[config.mk]
export PLATFORM = sky130hd
export DESIGN_NAME = mux_rr_stage_flat
export DESIGN_NICKNAME = d
export VERILOG_FILES = /design/src/rtl/mux_rr_stage_if.sv /design/src/rtl/mux_rr_stage.sv /design/src/flat_wrapper.sv
export SDC_FILE = /design/constraint.sdc
export NUM_CORES = 1
export LEC_CHECK = 0
export CORE_AREA = 2 2 39 41
export CTS_BUF_LIST = sky130_fd_sc_hd__clkbuf_8
export CTS_CLUSTER_DIAMETER = 50
export DETAILED_ROUTE_END_ITERATION = 12
export DIE_AREA = 0 0 41 43
export PLACE_DENSITY = 0.81
export SLEW_MARGIN = 20
export SYNTH_ARGS = -nofsm -noshare
export SYNTH_HDL_FRONTEND = slang
export SYNTH_SLANG_ARGS = --single-unit
[constraint.sdc]
create_clock -name clk -period 2.08 [get_ports clk]
set_input_delay 0.312 -clock clk [delete_from_list [all_inputs] [get_ports clk]]
set_output_delay 0.312 -clock clk [all_outputs]
set_load 0.05 [all_outputs]
[src/rtl/mux_rr_stage_if.sv]
// ============================================================================
// Module  : mux_rr_stage_if
// Brief   : Source/mux/downstream signal bundle for the round-robin mux stage.
// Revision: 1.0
// ============================================================================
`default_nettype none

interface mux_rr_stage_if #(
    parameter int WIDTH = 8
);
    logic             A_valid;
    logic             A_ready;
    logic             B_valid;
    logic             B_ready;
    logic             SEL;
    logic [WIDTH-1:0] mux_output;
    logic [WIDTH-1:0] out_data;
    logic             out_src;
    logic             out_valid;
    logic             out_ready;

    // Stage side
    modport slave (
        input  A_valid,
        input  B_valid,
        input  mux_output,
        input  out_ready,
        output A_ready,
        output B_ready,
        output SEL,
        output out_data,
        output out_src,
        output out_valid
    );

    // Environment side: sources, the mux and the downstream consumer
    modport master (
        output A_valid,
        output B_valid,
        output mux_output,
        output out_ready,
        input  A_ready,
        input  B_ready,
        input  SEL,
        input  out_data,
        input  out_src,
        input  out_valid
    );
endinterface

`default_nettype wire

[src/rtl/mux_rr_stage.sv]
// ============================================================================
// Module  : mux_rr_stage
// Brief   : Round-robin arbiter driving a 2:1 mux SEL, with a one-slot
//           registered output under valid/ready.
// Revision: 1.0
// ============================================================================
`default_nettype none

module mux_rr_stage #(
    parameter int WIDTH = 8
) (
    input  wire logic        clk,
    input  wire logic        rst,
    mux_rr_stage_if.slave    bus
);

    logic             last_grant_q, last_grant_d;
    logic             out_valid_q,  out_valid_d;
    logic [WIDTH-1:0] out_data_q,   out_data_d;
    logic             out_src_q,    out_src_d;

    logic sel;
    logic can_accept;
    logic a_ready;
    logic b_ready;
    logic fire;

    // Under contention the source not served most recently wins.
    always_comb begin
        sel = 1'b0;
        if (bus.A_valid && bus.B_valid) begin
            sel = ~last_grant_q;
        end else if (bus.B_valid) begin
            sel = 1'b1;
        end
    end

    assign can_accept = !out_valid_q || bus.out_ready;
    assign a_ready    = !rst && can_accept && !sel;
    assign b_ready    = !rst && can_accept &&  sel;
    assign fire       = (bus.A_valid && a_ready) || (bus.B_valid && b_ready);

    // A fire coinciding with a downstream pop simply overwrites the slot.
    always_comb begin
        last_grant_d = last_grant_q;
        out_valid_d  = out_valid_q;
        out_data_d   = out_data_q;
        out_src_d    = out_src_q;
        if (fire) begin
            out_data_d   = bus.mux_output;
            out_src_d    = sel;
            out_valid_d  = 1'b1;
            last_grant_d = sel;
        end else if (bus.out_ready) begin
            out_valid_d  = 1'b0;
        end
    end

    always_ff @(posedge clk) begin
        if (rst) begin
            last_grant_q <= 1'b1;
            out_valid_q  <= 1'b0;
            out_data_q   <= '0;
            out_src_q    <= 1'b0;
        end else begin
            last_grant_q <= last_grant_d;
            out_valid_q  <= out_valid_d;
            out_data_q   <= out_data_d;
            out_src_q    <= out_src_d;
        end
    end

    assign bus.SEL       = sel;
    assign bus.A_ready   = a_ready;
    assign bus.B_ready   = b_ready;
    assign bus.out_data  = out_data_q;
    assign bus.out_src   = out_src_q;
    assign bus.out_valid = out_valid_q;

endmodule

`default_nettype wire

[src/flat_wrapper.sv]
// flat-port wrapper written by rule: the top's interface ports become plain ports
module mux_rr_stage_flat 
#(
    parameter int WIDTH = 8
)
  (clk, rst, bus_A_valid, bus_B_valid, bus_mux_output, bus_out_ready, bus_A_ready, bus_B_ready, bus_SEL, bus_out_data, bus_out_src, bus_out_valid);
  mux_rr_stage_if #(.WIDTH(WIDTH)) bus_i ();
  input  wire logic clk;
  input  wire logic rst;
  input wire logic [$bits(bus_i.A_valid)-1:0] bus_A_valid;
  input wire logic [$bits(bus_i.B_valid)-1:0] bus_B_valid;
  input wire logic [$bits(bus_i.mux_output)-1:0] bus_mux_output;
  input wire logic [$bits(bus_i.out_ready)-1:0] bus_out_ready;
  output wire logic [$bits(bus_i.A_ready)-1:0] bus_A_ready;
  output wire logic [$bits(bus_i.B_ready)-1:0] bus_B_ready;
  output wire logic [$bits(bus_i.SEL)-1:0] bus_SEL;
  output wire logic [$bits(bus_i.out_data)-1:0] bus_out_data;
  output wire logic [$bits(bus_i.out_src)-1:0] bus_out_src;
  output wire logic [$bits(bus_i.out_valid)-1:0] bus_out_valid;
  assign bus_i.A_valid = bus_A_valid;
  assign bus_i.B_valid = bus_B_valid;
  assign bus_i.mux_output = bus_mux_output;
  assign bus_i.out_ready = bus_out_ready;
  assign bus_A_ready = bus_i.A_ready;
  assign bus_B_ready = bus_i.B_ready;
  assign bus_SEL = bus_i.SEL;
  assign bus_out_data = bus_i.out_data;
  assign bus_out_src = bus_i.out_src;
  assign bus_out_valid = bus_i.out_valid;
  mux_rr_stage #(.WIDTH(WIDTH)) u_core (.clk(clk), .rst(rst), .bus(bus_i));
endmodule
# Word level (Yosys, flattened, before mapping)
# Cells that the tools add are included.
[totals]
regBits = 11
inputBits = 13
[op_classes]
n_bitwise = 1
n_mux = 4
n_reduce_logical = 12
[op_table]
columns = ["cell", "count"]
rows = [
  ["$logic_and 1x1->1", 6],
  ["$mux 1", 4],
  ["$logic_not 1->1", 3],
  ["$logic_or 1x1->1", 2],
  ["$reduce_bool 2->1", 1],
  ["$not 1->1", 1],
]

# Logic depth before layout (Yosys ltp)
# Gate-level depths: netlist of run 1.
[depth]
word_depth = 7
depth_mapped = 4
ltp_nobuf = 3

# Worst setup path after synthesis of run 1
# Ideal clock, no wire load.
[synth_path]
path_kind = "in2out"
startpoint = "input bus_B_valid"
endpoint = "output bus_B_ready"
n_path_buf = 0
t_required_ps = 1768
path_slack_ps = -325
cell_stages = 2
t_arrival_ps = 2093
cell_sequence = "a21boi_2 nor3b_1"
[synth_via]
elab_chain_cells = 3
elab_cells_between_ends = 4
cone_classes = "2 x mux; 2 x reduce/logical"
[synth_lines]
columns = ["item", "line", "rtl"]
rows = [
  ["start, declared", "flat_wrapper.sv:11", "input wire logic [$bits(bus_i.B_valid)-1:0] bus_B_valid;"],
  ["$mux 1 / $logic_and 1x1->1 (equally long branches)", "mux_rr_stage.sv:33, mux_rr_stage.sv:31", ""],
  ["$mux 1 *", "mux_rr_stage.sv:31", "if (bus.A_valid && bus.B_valid) begin"],
  ["$logic_and 1x1->1 *", "mux_rr_stage.sv:40", "assign b_ready = !rst && can_accept && sel;"],
  ["end, declared", "flat_wrapper.sv:15", "output wire logic [$bits(bus_i.B_ready)-1:0] bus_B_ready;"],
]
# Every way passes the cells marked *; elsewhere a longest branch is shown, timed or not.

# Worst setup path in the final report of run 1
# Ends and elaborated chain as after synthesis.

==> results of run 1 <==
-- routing by layer --
metal  GRT usage, %  up-vias  wire [µm]
met5              0        -          0
met4           8.00        0         20
met3           2.09        2         88
met2           22.5       18        562
met1           21.4      211        532
li1               -      242          -
-- worst max-delay path: stages --
cell	delay, ns
clkdlybuf4s50_1	0.54
a21boi_2	0.30
nor3b_2	0.29
buf_12	0.17
-- flip-flops by register name, indices dropped and copies added (netlist names) --
signal,flops
u_core.bus.out_data,8
u_core.bus.out_src,1
u_core.bus.out_valid,1
u_core.last_grant_q,1
-- area by class of cell --
cell class / count / area, µm² / share of cell area [%]
timing repair buffer: 27 / 295 / 33.4
sequential: 11 / 220 / 24.9
multi-input combinational: 36 / 299 / 33.9
tap: 16 / 20.0 / 2.27
inverter: 1 / 3.75 / 0.425
clock buffer: 3 / 41.3 / 4.67
clock inverter: 1 / 3.75 / 0.425
-- power groups by stage --
| stage | Combinational, µW | Clock (µW) | Sequential, µW |
|---|---|---|---|
| after floorplan | 72.6 | 0 | 286 |
| after global placement | 189 | 0 | 240 |
| after detailed placement | 191 | 0 | 241 |
| after CTS | 191 | 210 | 236 |
| after global routing | 199 | 225 | 238 |
| final | 190 | 208 | 236 |
-- synthesized netlist by cell type --
| cell type | instances |
|---|---|
| a21boi_2 | 1 |
| a21oi_1 | 3 |
| a21oi_2 | 8 |
| a311o_1 | 1 |
| and2b_4 | 1 |
| buf_2 | 2 |
| buf_6 | 1 |
| buf_8 | 1 |
| dfxtp_1 | 11 |
| inv_1 | 1 |
| nand2_1 | 1 |
| nand2b_1 | 1 |
| nand3b_1 | 8 |
| nor2_4 | 1 |
| nor3_1 | 1 |
| nor3b_1 | 1 |
| o21ai_2 | 9 |
-- cells by family (layout without fill, tap and decap cells) --
kind of cell,after synthesis,in the layout,synth area share [%]
and+or+nand+nor,14,14,18.9
buffers and inverters,5,32,7.29
AOI/OAI and AO/OA,22,22,33.7
DFF,11,11,40.1
-- path summary, 6_finish.rpt --
kind	start	endpoint	slack (ns)	cells after the start
max reg2reg	u_core.bus.out_valid$_SDFFE_PP0P_	u_core.last_grant_q$_SDFFE_PP1P_	0.99	3
min reg2reg	u_core.bus.out_data[1]$_SDFFE_PP0P_	u_core.bus.out_data[1]$_SDFFE_PP0P_	0.46	2
min	u_core.bus.out_data[1]$_SDFFE_PP0P_	u_core.bus.out_data[1]$_SDFFE_PP0P_	0.46	2
max	bus_B_valid	bus_B_ready	0.16	4
-- stage by stage --
stage               setup WS [ns]  hold WS [ns]  area (µm²)
global route               0.0792         0.477         883
floorplan                   0.122         0.418         559
global placement            0.165         0.451         838
CTS                         0.148         0.466         883
finish                      0.159         0.463         883
detailed placement          0.150         0.459         838
==> flow_summary.json, run 1 <==
{
  "clock_latency_ns": 0.23,
  "critPathRequiredTime_ns": 1.77,
  "critPathArrivalTime_ns": 1.61,
  "cts_buffers": 3,
  "nets": 93,
  "syn_nets": 65,
  "fmax_mhz": 520,
  "die_w_um": 41,
  "fp.dieH_um": 43,
  "mostFrequentLayoutCell": "clkdlybuf4s50_1",
  "fp.coreArea_um2": 1380,
  "slew_headroom_pct": 67.0,
  "tightest_slew_ns": 0.494,
  "p_seq_share_pct": 37.3,
  "finClkSkew_ns": 0.000434,
  "root_buffer": "clkbuf_8",
  "path_max_fanout": 4,
  "grt-ovfl-total": 0,
  "first_global_vias": 411,
  "htree_levels": 1,
  "track_usage_pct": 15.5,
  "period_share_pct": 92.4,
  "dp.cells": 91,
  "synth.ff_latch_count": 11,
  "wire_per_inst_um": 12.7,
  "swShare_pct": 31.0,
  "power_leakage_uw": 0.000310,
  "post_cts_buffers": 0,
  "netlist_area_um2": 549,
  "setup_viol": 0,
  "path_class": "in -> out",
  "synthTopCellsByArea": "dfxtp_1 40%, o21ai_2 14%, a21oi_2 13%, nand3b_1 11%, a21oi_1 2.7%",
  "postLayoutCoreUtil_pct": 63.8,
  "power_frac_clock_pct": 32.7,
  "synth.distinct_cells": 17,
  "endpoint_kind": "primary output",
  "power_uw": 634,
  "antennaDiodeCount": 0,
  "dr_total_vias": 473,
  "crit_path_start_kind": "input pin",
  "hold_path.class": "reg -> reg",
  "post-route-min-period_ns": 1.92,
  "rsz0062_at_grt": "false",
  "start_util_pct": 39.7,
  "via_per_inst": 4.98,
  "syn_avg_cell_area_um2": 10.6,
  "finalSetupTns_ns": 0,
  "fillers": 114,
  "ant_nets": 0,
  "antenna_found_initial": 0,
  "ir_drop_uv": 482,
  "synth_top_area_cell": "dfxtp_1",
  "grt_max_degree": 19,
  "drc": 0,
  "cts_tree": "built",
  "io_buffers": 25,
  "p_int_uw": 437,
  "path_clk_slew_ns": 0.05,
  "max_cap_viol_count": 0,
  "p_sw_uw": 197,
  "dieArea_um2": 1760,
  "firstDrtPassIters": 4,
  "clock-sinks": 11,
  "io_pins": 26,
  "layout_common_cells": "22 x clkdlybuf4s50_1, 11 x dfxtp_1, 9 x o21ai_2",
  "layout-drive-gt1-share_pct": 38.0,
  "synth_seq_area_share_pct": 40.1,
  "cts_buffer_depth": 2,
  "syn_inst": 52,
  "slew_violations": 0,
  "syn_to_final_growth_pct": 60.8,
  "dpl.hpwl_um": 870,
  "layout.cells.non_filler": 95,
  "outcome": "finished, final reports clean",
  "comb_power_share_pct": 30.0,
  "routabilityCongestion": 0.660,
  "powerDensity_nw_per_um2": 717,
  "hold_viol": 0,
  "cts_resized": 0,
  "hold_buffers": 0,
  "synth_top_area_share_pct": 40.1,
  "drt_iter0_markers": 1,
  "wl_um": 1200,
  "row_count": 14,
  "ys.warnings.count": 0,
  "grt_pass1_wl_um": 1850
}
No activity file was read; power rests on OpenSTA's default activity.
==> run 2: changes to the inputs <==
Settings changed: CORE_AREA 2 2 39 41 to default, CORE_MARGIN from default to 1.5, CORE_UTILIZATION from default to 38, DIE_AREA 0 0 41 43 to default, PLACE_DENSITY 0.81 to 0.75.
==> run 2 against run 1 <==
Effect of this change: clock-buffer cell count stayed put; total power is 0.76% higher; register-to-register slack gained 0.10 ns; maximum frequency decreased by 0.34%; via count down 0.63%; clock skew about the same; critical path type unchanged; critical endpoint unchanged; largest cell class unchanged; largest power group unchanged.
==> flow_summary.json, run 2 (synthesized netlist as in run 1, its figures left out) <==
{
  "hold_viol": 0,
  "r2r_setup_slack_ns": 1.09,
  "mostFrequentLayoutCell": "clkdlybuf4s50_1",
  "power_leakage_uw": 0.000310,
  "path_clk_slew_ns": 0.05,
  "critPathRequiredTime_ns": 1.77,
  "route.met3.wl_um": 53,
  "setup_viol": 0,
  "antennaDiodeCount": 0,
  "outcome": "finished, final reports clean",
  "r2r-end": "u_core.last_grant_q$_SDFFE_PP1P_",
  "wire_per_inst_um": 13.1,
  "largest_reg_flops": 8,
  "antenna_found_initial": 0,
  "ant_nets": 0,
  "grt-ovfl-total": 0,
  "period_share_pct": 92.7,
  "r2r_start": "u_core.bus.out_valid$_SDFFE_PP0P_",
  "rsz0062_at_grt": "false",
  "cts_tree": "built",
  "cts_buffers": 3,
  "clock_latency_ns": 0.24,
  "via_per_inst": 5.00,
  "routabilityCongestion": 0.644,
  "slew_violations": 0,
  "critPathArrivalTime_ns": 1.62,
  "row_count": 13,
  "fmax_mhz": 519,
  "max_cap_viol_count": 0,
  "timing.hold.ws_ns": 0.463,
  "cts_resized": 0,
  "wl_met1_um": 541,
  "slowest_delay_ns": 0.54,
  "io_pins": 26,
  "fp.dieH_um": 41.0,
  "whs_path_depth": 2,
  "wl_met2_um": 604,
  "grt_pass1_wl_um": 1890,
  "crit_chain": "clkdlybuf4s50_1, a21boi_2, nor3b_2, buf_12",
  "drc": 0,
  "endpoint_kind": "primary output",
  "post_cts_buffers": 0,
  "finalSetupTns_ns": 0,
  "start_util_pct": 41.7,
  "drt_iter0_markers": 4,
  "powerDensity_nw_per_um2": 724,
  "die_w_um": 41.0,
  "path_max_fanout": 4,
  "holdPathEnd": "u_core.bus.out_data[6]$_SDFFE_PP0P_",
  "tightest_slew_ns": 0.506,
  "fp.coreArea_um2": 1320,
  "htree_levels": 1,
  "r2r_cells": 3,
  "finClkSkew_ns": 0.000830,
  "post-route-cell-area_um2": 882,
  "placed_area_um2": 837,
  "track_usage_pct": 18.9,
  "layout_common_cells": "22 x clkdlybuf4s50_1, 11 x dfxtp_1, 9 x o21ai_2",
  "root_buffer": "clkbuf_8",
  "dieArea_um2": 1680,
  "grt_max_degree": 19,
  "top_layer": "met4",
  "syn_to_final_growth_pct": 60.6,
  "dpl.hpwl_um": 864,
  "slew_headroom_pct": 66.1,
  "io_buffers": 25,
  "crit_path_start_kind": "input pin",
  "first_global_vias": 407,
  "firstDrtPassIters": 4,
  "layout-drive-gt1-share_pct": 38.0,
  "power_uw": 639,
  "nets": 93,
  "wl_um": 1230,
  "critPathSlowestCell": "clkdlybuf4s50_1",
  "cpLargestDelayFamily": "buffers and inverters",
  "dr_total_vias": 470,
  "critPathBufInv": 2,
  "hold_path.class": "reg -> reg",
  "fillers": 111,
  "cts_buffer_depth": 2,
  "post-route-min-period_ns": 1.93,
  "crit_cells": 4,
  "hold_buffers": 0,
  "hold_start": "u_core.bus.out_data[6]$_SDFFE_PP0P_",
  "clock-sinks": 11,
  "path_class": "in -> out",
  "ir_drop_uv": 396
}
[run 2: cell counts in the layout (fill, tap and decap cells not counted)]
No cell type changed its count.
[run 2: worst max path at each step]
stage,slack (ns),endpoint,startpoint
6_report,0.15,bus_B_ready,bus_B_valid
5_1_grt,0.07,bus_B_ready,bus_B_valid
4_1_cts,0.14,bus_B_ready,bus_B_valid
3_5_place_dp,0.14,bus_B_ready,bus_B_valid
3_3_place_gp,0.17,bus_B_ready,bus_B_valid
2_1_floorplan,0.12,bus_B_ready,bus_B_valid
[run 2: worst reg2reg max path, cell delays in order, from the launching register on]
cell,delay (ns)
dfxtp_1,0.32
nand2b_1,0.16
a21oi_1,0.09
a311o_1,0.31
[run 2: area by class of cell]
| class | count | area, µm² | area share (%) |
|---|---|---|---|
| flip-flops and latches | 11 | 220 | 25.0 |
| clock buffers | 3 | 41.3 | 4.68 |
| inverters | 1 | 3.75 | 0.426 |
| clock inverters | 1 | 3.75 | 0.426 |
| multi-input cells | 36 | 299 | 33.9 |
| well taps | 15 | 18.8 | 2.13 |
| repair buffers | 27 | 295 | 33.5 |
[run 2: stage by stage]
| stage | utilization (%) | instances | worst slack [ns] |
|---|---|---|---|
| 2_1_floorplan | - | 52 | 0.122 |
| 4_1_cts | 67.0 | 94 | 0.142 |
| 3_3_place_gp | 63.5 | 90 | 0.170 |
| 6_report | 67.0 | 94 | 0.152 |
| 3_5_place_dp | 63.5 | 90 | 0.142 |
| 5_1_grt | 67.0 | 94 | 0.0684 |
[run 2: where the power goes]
group	internal (µW)	leakage, µW	total [µW]	switching, µW
Combinational	81.5	0.000192	191	109
Sequential	226	0.0000912	236	9.96
Clock	130	0.0000269	212	82.0
[run 2: layer usage]
metal / GRT usage [%] / vias to the layer above
li1: - / 241
met1: 21.2 / 213
met2: 28.5 / 11
met3: 8.15 / 5
met4: 12.5 / 0
met5: 0 / -
